<file path="src/rtl/data_bus_bridge.sv">
`default_nettype none
// ============================================================================
// data_bus_bridge : routes CPU data accesses to SRAM or the confreg block
// Revision 1.0
// ============================================================================
module data_bus_bridge #(
  parameter logic [15:0] CONF_BASE = 16'hBFAF,
  parameter int          RAM_AW    = 16
) (
  input  logic              cpu_clk_50M,
  input  logic              cpu_rst,
  input  logic              cpu_dce,
  input  logic [3:0]        cpu_we,
  input  logic [31:0]       cpu_daddr,
  input  logic [31:0]       cpu_din,
  output logic [31:0]       cpu_dm,
  output logic              ram_ce,
  output logic [3:0]        ram_we,
  output logic [RAM_AW-1:0] ram_addr,
  output logic [31:0]       ram_din,
  input  logic [31:0]       ram_dout,
  input  logic [7:0]        switch,
  output logic [15:0]       led,
  output logic [31:0]       num_data
);

  localparam logic [15:0] C_OFF_LED     = 16'hF000;
  localparam logic [15:0] C_OFF_NUM     = 16'hF010;
  localparam logic [15:0] C_OFF_TIMER   = 16'hE000;
  localparam logic [15:0] C_OFF_SWITCH  = 16'hF020;
  localparam logic [15:0] C_OFF_SCRATCH = 16'hFFEC;

  typedef enum logic [1:0] {
    SEL_NONE = 2'd0,
    SEL_CONF = 2'd1,
    SEL_RAM  = 2'd2
  } sel_t;

  sel_t        sel_q, sel_d;
  logic [15:0] led_q, led_d;
  logic [31:0] num_q, num_d;
  logic [31:0] timer_q, timer_d;
  logic [31:0] scratch_q, scratch_d;
  logic [31:0] conf_rdata_q, conf_rdata_d;

  logic        conf_hit;
  logic        ram_hit;
  logic        conf_wr;
  logic [15:0] offset;
  logic [31:0] wmask;
  logic [31:0] timer_inc;
  logic [31:0] conf_rd_val;

  always_comb begin
    conf_hit  = cpu_dce && (cpu_daddr[31:16] == CONF_BASE);
    ram_hit   = cpu_dce && !conf_hit;
    conf_wr   = conf_hit && (cpu_we != 4'b0000);
    offset    = cpu_daddr[15:0];
    wmask     = {{8{cpu_we[3]}}, {8{cpu_we[2]}}, {8{cpu_we[1]}}, {8{cpu_we[0]}}};
    timer_inc = timer_q + 32'd1;

    led_d     = led_q;
    num_d     = num_q;
    scratch_d = scratch_q;
    timer_d   = timer_inc;
    // Written TIMER bytes replace the incremented value rather than adding to it.
    if (conf_wr) begin
      case (offset)
        C_OFF_LED:     led_d     = (cpu_din[15:0] & wmask[15:0]) | (led_q & ~wmask[15:0]);
        C_OFF_NUM:     num_d     = (cpu_din & wmask) | (num_q & ~wmask);
        C_OFF_TIMER:   timer_d   = (cpu_din & wmask) | (timer_inc & ~wmask);
        C_OFF_SCRATCH: scratch_d = (cpu_din & wmask) | (scratch_q & ~wmask);
        default:       ;
      endcase
    end

    case (offset)
      C_OFF_LED:     conf_rd_val = {16'h0000, led_q};
      C_OFF_NUM:     conf_rd_val = num_q;
      C_OFF_TIMER:   conf_rd_val = timer_q;
      C_OFF_SWITCH:  conf_rd_val = {24'h000000, switch};
      C_OFF_SCRATCH: conf_rd_val = scratch_q;
      default:       conf_rd_val = 32'h0000_0000;
    endcase

    if (!cpu_dce || (cpu_we != 4'b0000)) begin
      sel_d = SEL_NONE;
    end else if (conf_hit) begin
      sel_d = SEL_CONF;
    end else begin
      sel_d = SEL_RAM;
    end

    conf_rdata_d = (sel_d == SEL_CONF) ? conf_rd_val : conf_rdata_q;

    case (sel_q)
      SEL_RAM:  cpu_dm = ram_dout;
      SEL_CONF: cpu_dm = conf_rdata_q;
      default:  cpu_dm = 32'h0000_0000;
    endcase
  end

  always_ff @(posedge cpu_clk_50M) begin
    if (cpu_rst) begin
      sel_q        <= SEL_NONE;
      led_q        <= 16'h0000;
      num_q        <= 32'h0000_0000;
      timer_q      <= 32'h0000_0000;
      scratch_q    <= 32'h0000_0000;
      conf_rdata_q <= 32'h0000_0000;
    end else begin
      sel_q        <= sel_d;
      led_q        <= led_d;
      num_q        <= num_d;
      timer_q      <= timer_d;
      scratch_q    <= scratch_d;
      conf_rdata_q <= conf_rdata_d;
    end
  end

  // SRAM strobes stay combinational even during reset.
  assign ram_ce   = ram_hit;
  assign ram_we   = cpu_we & {4{ram_hit}};
  assign ram_addr = cpu_daddr[RAM_AW+1:2];
  assign ram_din  = cpu_din;
  assign led      = led_q;
  assign num_data = num_q;

endmodule
`default_nettype wire

</file>
<file path="config.mk">
export PLATFORM = sky130hd
export DESIGN_NAME = data_bus_bridge
export DESIGN_NICKNAME = d
export VERILOG_FILES = /design/src/rtl/data_bus_bridge.sv
export SDC_FILE = /design/constraint.sdc
export NUM_CORES = 1
export LEC_CHECK = 0
export ABC_AREA = 1
export CAP_MARGIN = 20
export CORE_MARGIN = 5
export CORE_UTILIZATION = 53
export DETAILED_ROUTE_END_ITERATION = 10
export GPL_TIMING_DRIVEN = 0
export PLACE_DENSITY = 0.87
export SYNTH_ARGS = -nofsm -noshare
export SYNTH_HDL_FRONTEND = slang
export SYNTH_SLANG_ARGS = --single-unit
</file>
<file path="constraint.sdc">
create_clock -name cpu_clk_50M -period 3.2 [get_ports cpu_clk_50M]
set_clock_uncertainty 0.2 [all_clocks]
set_input_delay 0.8 -clock cpu_clk_50M [delete_from_list [all_inputs] [get_ports cpu_clk_50M]]
set_output_delay 0.8 -clock cpu_clk_50M [all_outputs]
set_load 0.01 [all_outputs]
</file>
Word level (Yosys, flattened, before mapping):

Index checks and enable logic that the tools add are counted.

* word-level logic and storage cells: 45
* register bits after elaboration: 146

* equal/unequal tests: 9
* muxes and demuxes: 6
* reduce and logical (&&, ||, !) cells: 10
* $add $sub $neg: 1
* bitwise gates (word level): 13

Operator list (number)
* one-hot mux 32 bit (5 select lines): 1
* bitwise AND 32 bit: 4
* equality test 16 bit, second input constant: 6
* bitwise OR 32 bit: 3
* 2-to-1 mux 32 bit: 2
* one-hot mux 32 bit (2 select lines): 1
* adder 32 x 1 -> 32 bit, second input constant: 1
* bitwise AND 16 bit: 2
* inverter 32 bit: 1
* inverter 16 bit: 1
* bitwise OR 16 bit: 1
* AND reduction 2 bit: 3
* bitwise AND 4 bit: 1
* equality test 2 x 1 -> 1 bit, second input constant: 2
* 2-to-1 mux 2 bit: 2
* nonzero test 4 bit: 1
* logical AND 1 bit: 3
* equality test 2 bit, second input constant: 1
* zero test 1 bit: 2
* logical OR 1 bit: 1

Longest topological paths before layout:

* word-level depth: 5
* depth in mapped cells: 11

Least setup slack after synthesis:

No wires, ideal clock.

* path type: in2out
* start: input port cpu_daddr[20]
* end: output port ram_ce
* stages: 6
* path buffers: 0
* required time: 2200 ps
* data arrival time: 1412 ps
* setup slack: 788 ps
* cells stage by stage: nor2_1 -> nand2_1 -> nor2_2 -> nand2_1 -> nand2_1 -> inv_1

* longest elaborated chain between the ends: 4

Ends and longest elaborated chain
* start: declaration: line 14 `input logic [31:0] cpu_daddr,`
* equality test 16 bit: line 55 `conf_hit = cpu_dce && (cpu_daddr[31:16] == CONF_BASE);`
* logical AND 1 bit: line 55
* zero test 1 bit: line 56 `ram_hit = cpu_dce && !conf_hit;`
* logical AND 1 bit: line 56
* end: declaration: line 17 `output logic ram_ce,`

No other way between the ends.

Final worst setup path:

* start: register sel_q[1]
* end: output port cpu_dm[13]

* longest elaborated chain between the ends: 2
* elaborated cells on any way between the ends: 3
* classes of those cells: eq/ne: 2; mux: 1

Ends and longest elaborated chain
* start: declaration: line 39 `sel_t sel_q, sel_d;`
* start signal: assignment: line 112 `sel_q <= sel_d;`
* equality test 2 x 1 -> 1 bit or equality test 2 bit (tied branches): line 96 `case (sel_q)`
* one-hot mux 32 bit (2 select lines) *: line 96
* end: declaration: line 16 `output logic [31:0] cpu_dm,`

Mark *: on every way between the ends. The rest lies on a longest branch, timed or not.

==> implementation parameters <==
Parameter                              Value

Run status
  Status ... finished clean

Drt
  Via-to-Cell Ratio ... 5.45
  Routed via count ... 10,500
  Drt total wl ... 32.9 mm
  Number of nets still failing antenna checks after routing ... 0
  Drt first-iter violations ... 1,083
  DRC violation count after routing ... 0
  Count of TritonRoute iterations in the first routing pass ... 6
  WL/cell ... 17.1 um

Die
  Die outline width ... 139 um
  I/O pin total ... 244
  Number of core rows ... 47
  Core region area ... 16,500 sq um
  Initial Utilization ... 53.6%
  Height of the die ... 139 um
  Total Die Area ... 19,300 sq um

Placed design
  Worst setup timing slack at the placement stage ... -0.437 ns
  Instance area after placement ... 11,500 sq um
  Gpl congestion ... 0.982
  Total half-perimeter wirelength after legalization and detailed placement ... 26.4 mm
  Count of port buffers added during placement ... 240

STA
  Number of setup violations in the final report ... 0
  Final max-slew violation count ... 0
  Final TNS setup ... 0 ns
  Final Hold Vio Count ... 0
  Fmax achieved ... 319 MHz
  Post-route fraction of the period consumed by the critical path ... 98.0%
  Rel. slew slack ... 51.3%
  Worst setup slack after layout ... 0.0654 ns
  Final critical-path required period ... 3.13 ns
  Pin slew with the least headroom to its limit ... 0.730 ns

Clocking
  Clock-pin slew on the worst setup and hold paths ... 0.06 ns
  Hold buffer count at CTS ... 0
  Clk Tree Root Cell ... clkbuf_16
  Total clock sinks ... 146
  Depth of the CTS H-tree ... 4
  Worst-case clock buffer depth ... 2
  Clock Latency Late Sink ... 0.43 ns
  CTS Buf Count ... 17
  CTS tree ... yes

Pwr
  Logic pwr share ... 10.9%
  Switching pwr ... 1.02 mW
  Total power of the final layout ... 4.25 mW
  Internal power consumption ... 3.23 mW
  Share of total power in the clock network ... 46.1%
  P per Cell Area ... 350 nW/um^2
  Switch share ... 24.0%
  Cell leakage power ... 4.91 nW
  Worst ir drop on vdd ... 0.000366 V
  Relative contribution of sequential cells to total power ... 43.0%

Global routing
  GR Overflow Total ... 0
  Via count of the first global-routing pass ... 9,867
  Total Routing Usage GR ... 33.4%
  Number of antenna violations at the first check in global routing ... 0
  Maximum number of pins on one net before global-route repair ... 17
  Wire length of the first global-routing pass ... 52.2 mm

Setup path
  Crit. End Element ... output port
  Peak fanout along the critical path ... 10
  Arrival time of data at the critical path endpoint ... 2.13 ns
  Worst-path cell chain ... inv_1, ha_1, buf_2, nand2_1, a21oi_1, clkdlybuf4s50_1
  Required time at the worst-slack endpoint ... 2.20 ns
  Crit-path max cell delay ... 0.58 ns
  Type of element launching the critical path ... flip-flop
  Worst setup path class ... flip-flop to output port
  Crit-path slowest cell ... clkdlybuf4s50_1

Synthesis
  Sequential cell area fraction in the yosys report ... 33.1%
  Synthesized cell area ... 8830 sq um
  Synthesized netlist net count ... 1,542
  FF+latch count, synth ... 146
  Number of cells produced by synthesis ... 1,428
  Async S/R FF share, synth ... 0%
  Number of enable-type register cells in the synthesized netlist ... 0
  Syn Area/Cell ... 6.19 sq um
  Count of cell types in the netlist ... 29
  Ys Warns ... 0
  Ys flop type ... dfxtp_1

Layout
  Layout Nets ... 1,803
  Signed area change from the synthesized netlist to the final layout ... 37.5%
  Fraction of layout instances using a drive strength above 1 ... 10.1%
  Number of antenna diodes ... 0
  Final cell area excluding filler cells ... 12,100 sq um

Min path
  Type of the tightest min-delay check ... flip-flop to flip-flop

Flow run
  Number of max-cap violations ... 0
worst max-delay path, delay by kind of cell, from the launching register on:
kind / cells / cell delay, ns
buffers and inverters: 3 / 0.87
DFF: 1 / 0.31
adders and majority gates: 1 / 0.22
AOI/OAI and AO/OA: 1 / 0.21
and+or+nand+nor: 1 / 0.09
area by class of cell:
cell class              instances  area (sq um)
multi-input cells            1073          4880
fillers                      1434          4320
flip-flops and latches        146          2920
repair buffers                242          2400
plain buffers                 125           769
clock buffers                  19           443
inverters                      84           315
well taps                     220           275
clock inverters                13           136
layout by cell type, fill, tap and decap left out, drive strengths merged:
master,instances
nor3,10
bufinv,2
nand3,96
dfxtp,146
xnor2,11
clkdlybuf4s15,3
buf,100
a21oi,77
clkdlybuf4s50,233
or2,1
nand2,434
clkinvlp,4
o21ai,36
nand3b,3
inv,84
xor2,4
and2,3
clkinv,7
nor2,298
nand4,97
ha,3
clkbuf,48
dlygate4sd2,2
worst paths after layout:
| kind | startpoint | endpoint | slack [ns] | cells past startpoint |
|---|---|---|---|---|
| max | sel_q[1] | cpu_dm[13] | 0.07 | 6 |
| min | conf_rdata_q[21] | conf_rdata_q[21] | 0.27 | 2 |
| max reg2reg | timer_q[0] | timer_q[22] | 0.91 | 10 |
| min reg2reg | conf_rdata_q[21] | conf_rdata_q[21] | 0.27 | 2 |
stage by stage:
stage / std cells / hold slack, ns / util, %
after floorplan: 1428 / 0.246 / -
after global placement: 1888 / 0.253 / 69.9
after detailed placement: 1888 / 0.257 / 69.9
after CTS: 1921 / 0.268 / 73.7
after global routing: 1922 / 0.282 / 73.8
final: 1922 / 0.266 / 73.8
layer usage:
layer	track usage (%)	share of wire (%)
met1	43.3	40
met2	54.7	46
met3	8.97	11
met4	9.78	2.6
met5	0	0
cells by family after synthesis:
| family | synth area share, % |
|---|---|
| buffers and inverters | 12.1 |
| flip-flops | 33.1 |
| AND/OR/NAND/NOR | 46.5 |
| XOR/XNOR | 1.49 |
| AO/OA/AOI/OAI | 6.40 |
| adder cells (fa/ha/maj) | 0.425 |
power groups by stage:
stage | Clock [mW] | Combinational [mW] | Sequential, mW
floorplan | 0 | 0.184 | 1.86
global placement | 0 | 0.448 | 1.87
detailed placement | 0 | 0.456 | 1.87
CTS | 1.96 | 0.457 | 1.83
global route | 2.04 | 0.494 | 1.83
finish | 1.96 | 0.462 | 1.83
cells in the mapped netlist (4+ instances only):
cell type,count,area [sq um]
nand2_1,429,1610
nor2_1,274,1030
dfxtp_1,146,2920
nand4_1,96,601
nand3_1,94,470
inv_1,79,297
a21oi_1,77,385
buf_4,61,458
o21ai_0,36,180
clkbuf_1,28,105
buf_2,24,120
nor2_4,13,146
nor2_2,11,68.8
xnor2_1,11,96.3
nor3_1,10,50.1
buf_1,9,33.8
inv_2,4,15.0
xor2_1,4,35.0
timing repair:
action / CTS / global route
setup endpoints to repair: 29 / 27
gates cloned: 0 / 0
resized for setup: 22 / 18
setup buffers: 1 / 1
pin swaps: 3 / 2
No activity file was read; power rests on OpenSTA's default activity.
